File: src/rtl/nn_complex_pkg.sv
`default_nettype none
// ============================================================================
// Module      : nn_complex_pkg
// Description : Shared state type, mode constants and single-lane evaluator
//               for the nn_complex_array block.
// Revision    : 1.0 - initial release
// ============================================================================
package nn_complex_pkg;

    typedef enum logic [1:0] {
        IDLE   = 2'd0,
        SETTLE = 2'd1,
        HOLD   = 2'd2
    } nn_state_t;

    localparam logic MODE_F  = 1'b0;
    localparam logic MODE_NF = 1'b1;

    // mode 1 gives the complemented (AND-OR) form of the gate
    function automatic logic nn_eval(input logic a, input logic b,
                                     input logic c, input logic d,
                                     input logic mode);
        logic r;
        r = ~((c | d) & (~d | (a & b)));
        return (mode == MODE_NF) ? ~r : r;
    endfunction

endpackage
`default_nettype wire

File: src/rtl/nn_complex_lane.sv
`default_nettype none
// ============================================================================
// Module      : nn_complex_lane
// Description : Combinational evaluation of one nn_complex lane.
// Revision    : 1.0 - initial release
// ============================================================================
module nn_complex_lane
    import nn_complex_pkg::*;
(
    input  logic i_a,
    input  logic i_b,
    input  logic i_c,
    input  logic i_d,
    input  logic i_mode,
    output logic o_f
);

    assign o_f = nn_eval(i_a, i_b, i_c, i_d, i_mode);

endmodule
`default_nettype wire

File: src/rtl/nn_complex_array.sv
`default_nettype none
// ============================================================================
// Module      : nn_complex_array
// Description : WIDTH-lane clocked nn_complex gate with programmable settle
//               interval and valid/ready handshakes on both sides.
//               Optional toggle counter enabled by NN_COMPLEX_TOGGLE_EN.
// Revision    : 1.0 - initial release
// ============================================================================
module nn_complex_array
    import nn_complex_pkg::*;
#(
    parameter int WIDTH         = 4,
    parameter int SETTLE_CYCLES = 3,
    parameter int CNT_W         = 16
) (
    input  logic             clk,
    input  logic             rst_n,
    input  logic             in_valid,
    output logic             in_ready,
    input  logic [WIDTH-1:0] a,
    input  logic [WIDTH-1:0] b,
    input  logic [WIDTH-1:0] c,
    input  logic [WIDTH-1:0] d,
    input  logic             mode,
    output logic             out_valid,
    input  logic             out_ready,
    output logic [WIDTH-1:0] out_data
`ifdef NN_COMPLEX_TOGGLE_EN
    ,
    output logic [CNT_W-1:0] toggle_cnt
`endif
);

    localparam logic [7:0] c_settle_init = 8'(SETTLE_CYCLES - 1);

    nn_state_t        r_state;
    nn_state_t        w_state_next;
    logic [7:0]       r_cnt;
    logic [WIDTH-1:0] r_a, r_b, r_c, r_d;
    logic             r_mode;
    logic [WIDTH-1:0] r_out_data;
    logic [WIDTH-1:0] w_result;
    logic             w_accept;
    logic             w_load_result;

    for (genvar gi = 0; gi < WIDTH; gi++) begin : g_lane
        nn_complex_lane u_lane (
            .i_a    (r_a[gi]),
            .i_b    (r_b[gi]),
            .i_c    (r_c[gi]),
            .i_d    (r_d[gi]),
            .i_mode (r_mode),
            .o_f    (w_result[gi])
        );
    end

    always_ff @(posedge clk or negedge rst_n) begin
        if (!rst_n) r_state <= IDLE;
        else        r_state <= w_state_next;
    end

    always_comb begin
        w_state_next  = r_state;
        in_ready      = 1'b0;
        out_valid     = 1'b0;
        w_accept      = 1'b0;
        w_load_result = 1'b0;
        case (r_state)
            IDLE: begin
                in_ready = 1'b1;
                if (in_valid) begin
                    w_accept     = 1'b1;
                    w_state_next = SETTLE;
                end
            end
            SETTLE: begin
                if (r_cnt == 8'd0) begin
                    w_load_result = 1'b1;
                    w_state_next  = HOLD;
                end
            end
            HOLD: begin
                out_valid = 1'b1;
                if (out_ready) w_state_next = IDLE;
            end
            default: w_state_next = IDLE;
        endcase
    end

    // operands are captured only at accept so later input changes cannot leak in
    always_ff @(posedge clk or negedge rst_n) begin
        if (!rst_n) begin
            r_cnt      <= 8'd0;
            r_a        <= '0;
            r_b        <= '0;
            r_c        <= '0;
            r_d        <= '0;
            r_mode     <= MODE_F;
            r_out_data <= '0;
        end else begin
            if (w_accept) begin
                r_a    <= a;
                r_b    <= b;
                r_c    <= c;
                r_d    <= d;
                r_mode <= mode;
                r_cnt  <= c_settle_init;
            end else if (r_state == SETTLE && r_cnt != 8'd0) begin
                r_cnt <= r_cnt - 8'd1;
            end
            if (w_load_result) r_out_data <= w_result;
        end
    end

    assign out_data = r_out_data;

`ifdef NN_COMPLEX_TOGGLE_EN
    localparam logic [CNT_W-1:0] c_tog_max = '1;

    logic [CNT_W-1:0] r_toggle_cnt;
    logic [WIDTH-1:0] w_diff;
    logic [6:0]       w_pop;
    logic [CNT_W+7:0] w_sum;

    assign w_diff = w_result ^ r_out_data;

    always_comb begin
        w_pop = 7'd0;
        for (int i = 0; i < WIDTH; i++) w_pop = w_pop + 7'(w_diff[i]);
    end

    assign w_sum = (CNT_W+8)'(r_toggle_cnt) + (CNT_W+8)'(w_pop);

    always_ff @(posedge clk or negedge rst_n) begin
        if (!rst_n) begin
            r_toggle_cnt <= '0;
        end else if (w_load_result) begin
            if (w_sum > (CNT_W+8)'(c_tog_max)) r_toggle_cnt <= c_tog_max;
            else                               r_toggle_cnt <= w_sum[CNT_W-1:0];
        end
    end

    assign toggle_cnt = r_toggle_cnt;
`endif

endmodule
`default_nettype wire

File: config.mk
export PLATFORM = sky130hd
export DESIGN_NAME = nn_complex_array
export DESIGN_NICKNAME = d
export VERILOG_FILES = /design/src/rtl/nn_complex_pkg.sv /design/src/rtl/nn_complex_lane.sv /design/src/rtl/nn_complex_array.sv
export SDC_FILE = /design/constraint.sdc
export NUM_CORES = 1
export LEC_CHECK = 0
export CAP_MARGIN = 20
export CORE_MARGIN = 4
export CORE_UTILIZATION = 30
export DETAILED_ROUTE_END_ITERATION = 6
export DONT_BUFFER_PORTS = 1
export GPL_TIMING_DRIVEN = 0
export PLACE_DENSITY = 0.55
export REMOVE_ABC_BUFFERS = 1
export SYNTH_ARGS = -nofsm -noshare
export SYNTH_HDL_FRONTEND = slang
export SYNTH_SLANG_ARGS = --single-unit
File: constraint.sdc
create_clock -name clk -period 2.58 [get_ports clk]
set_input_delay 0.387 -clock clk [delete_from_list [all_inputs] [get_ports clk]]
set_output_delay 0.387 -clock clk [all_outputs]
set_load 0.02 [all_outputs]
==> metrics.txt <==
Post-synth EDFFs 0; Via density 4.84; Final setup viols 0; Max Buffers Root-to-Sink 2; initial antenna violation count 0; share of the synthesized area in the top cell type 0.530; detailed placement HPWL ~2100 um; nets 182; drt pass-1 iters 4; worst-path cell chain inv_1 > ha_1 > or3b_1 > or3_4 > o31ai_1; Final Cycle Share 0.796; Static Leak 0.000757 uW; H-tree lvl count 2; Area growth, synth to finish 11.1%; Max-Cap Viols 0; Synth Cell Area 1460 um^2; critical path class reg2reg; total CTS buffers 5; global-route wire length before repair 5400 um; final instance count without filler cells about 230; postcts setup bufs 0; Clk pin slew, worst setup/hold paths approximately 60 ps; cts repair resizes 0; DRT iter0 DRCs 55; Req. time, crit path between 2000 and 3000 ps; cell family with most CP delay simple AND/OR/NAND/NOR gates; Power Density ~1200 nW/um^2; critical path's largest stage delay around 510 ps; residual DRC count 0; hold buffers post-CTS 2; largest net degree at the start of global routing 32; Worst Setup Start Kind flip-flop; RSZ-0062 raised after global routing false; Synth Flop Type dfrtp_1; core area about 4700 um^2; CTS tree built; Die Width 77.9 um; FFs w/ async S/R, synth 1.00; number of distinct library cells after synthesis 29; Rel. slew slack 0.476; Wirelength per Cell between 10 and 15 um; pre-CTS WS roughly 530 ps; f_max between 400 and 500 MHz; total gr overflow 0; CP max FO 9; placed insts around 220; CP Buf/Inv Count 1; WHS 189 ps; Tightest Pin Transition between 700 and 800 ps; I/O Buffers 0; #FFs+latches synth 31; ANT nets after route 0; VDD IR max between 300 and 400 uV; Final Hold Fails 0; vias in the first global route ~1,100; sequential area share after synthesis 0.530; GRT Util Overall 0.115; Mean Syn Cell Area around 9.3 um^2; final setup margin about 530 ps; final clock skew 3.75 ps; TritonCTS Sinks 31; CP max-delay cell or3b_1; Ports 27; Worst setup EP type flip-flop; GPL Wtd Cong 0.755; layout cells sized above 1 0.0696; status finished, final reports clean; Starting Density 0.310; area leader, netlist dfrtp_1; dominant cells by area after synthesis dfrtp_1, nand2_1, o31ai_1; Rows 25; die height slightly below 80 um; Final min period between 2000 and 2500 ps; cell count after synthesis between 150 and 200; via count between 1,000 and 1,500; ANT cells 0; CTS root buf clkbuf_8; Worst Hold Class in2reg; total power ~2000 uW; DRT Wirelength between 3000 and 4000 um; worst skew pair latency 280 ps; WP data arrival roughly 2200 ps; Max Slew Vio Count 0; die area roughly 6100 um^2; warnings from Yosys 0
worst reg2reg max path, cell delays in order, from the launching register on:
cell     delay [ps]
dfrtp_1         440
inv_1           100
ha_1            160
or3b_1          510
or3_4           490
o31ai_1         260
per-stage QoR:
stage	TNS, ps	cell area [um^2]	util
after CTS	0	1630	0.344
after global routing	0	1630	0.344
after floorplan	0	1420	-
final	0	1630	0.344
after detailed placement	0	1520	0.323
after global placement	-673	1510	0.319
layer usage:
layer | part of all wire | track usage | wire length (um)
met5 | 0 | 0 | 0
met4 | 0.025 | 0.0587 | 78
met3 | 0.040 | 0.0302 | 123
met2 | 0.48 | 0.175 | 1500
met1 | 0.45 | 0.149 | 1410
Yosys cell counts (2+ instances only):
master / number
clkbuf_1: 5
nand2_1: 54
buf_2: 2
o31ai_1: 11
or3b_1: 2
nor2_1: 6
ha_1: 2
dfrtp_1: 31
or4b_1: 2
o21ai_0: 3
or3_1: 2
nand2b_1: 5
mux2i_1: 3
and3_1: 4
a21oi_1: 6
nand3_1: 4
inv_1: 3
cells in the final DEF, fill, tap and decap left out, drive strengths merged:
master       Yosys  layout
o41ai            1       1
or3              3       3
nor4b            1       1
nor2b            1       1
o31ai           11      11
or3b             3       3
nand4bb          1       1
or4b             2       2
dlygate4sd3      0       1
nor2             6       6
o211ai           1       1
inv              3       3
nand2           54      54
buf              3       2
o21ai            3       3
mux2i            3       3
nand3            4       4
nor3b            1       1
nand2b           5       5
clkbuf           5       6
and3             4       4
or4              1       1
dfrtp           31      31
o311ai           2       2
a21oi            6       6
ha               2       2
sequential cells by signal, indices dropped and copies added (netlist names):
register / count
out_data: 4
r_a: 4
r_b: 4
r_c: 4
r_cnt: 8
r_d: 4
r_mode: 1
r_state: 2
cells by family (layout without fill, tap and decap cells):
group | after synthesis | count (layout) | synth area share
AO/OA/AOI/OAI | 24 | 24 | 0.115
adder cells (fa/ha/maj) | 2 | 2 | 0.0171
buffers and inverters | 11 | 12 | 0.0350
flip-flops | 31 | 31 | 0.530
multiplexers | 3 | 3 | 0.0205
AND/OR/NAND/NOR | 86 | 86 | 0.282
power breakdown:
part / switching [uW] / leakage (uW) / internal (uW)
sequential: 223 / 0.000388 / 706
clock: 163 / 0.0000371 / 179
combinational: 419 / 0.000332 / 293
final timing paths:
path	from	end	slack, ps	cells after the start
max reg2reg	r_cnt[0]	out_data[0]	530	5
max	r_cnt[0]	out_data[0]	530	5
min in group asynchronous	rst_n	out_data[1]	540	2
min	out_ready	r_state[1]	190	1
max in group asynchronous	rst_n	r_d[3]	1870	2
min reg2reg	r_b[1]	r_b[1]	470	2
layout make-up:
cell class,instances,area (um^2)
inverters,3,11.3
well taps,67,83.8
flip-flops and latches,31,776
clock buffers,6,72.6
repair buffers,3,41.3
multi-input cells,115,642
fillers,508,3100
Note: power is estimated with default switching activity, not from simulation.
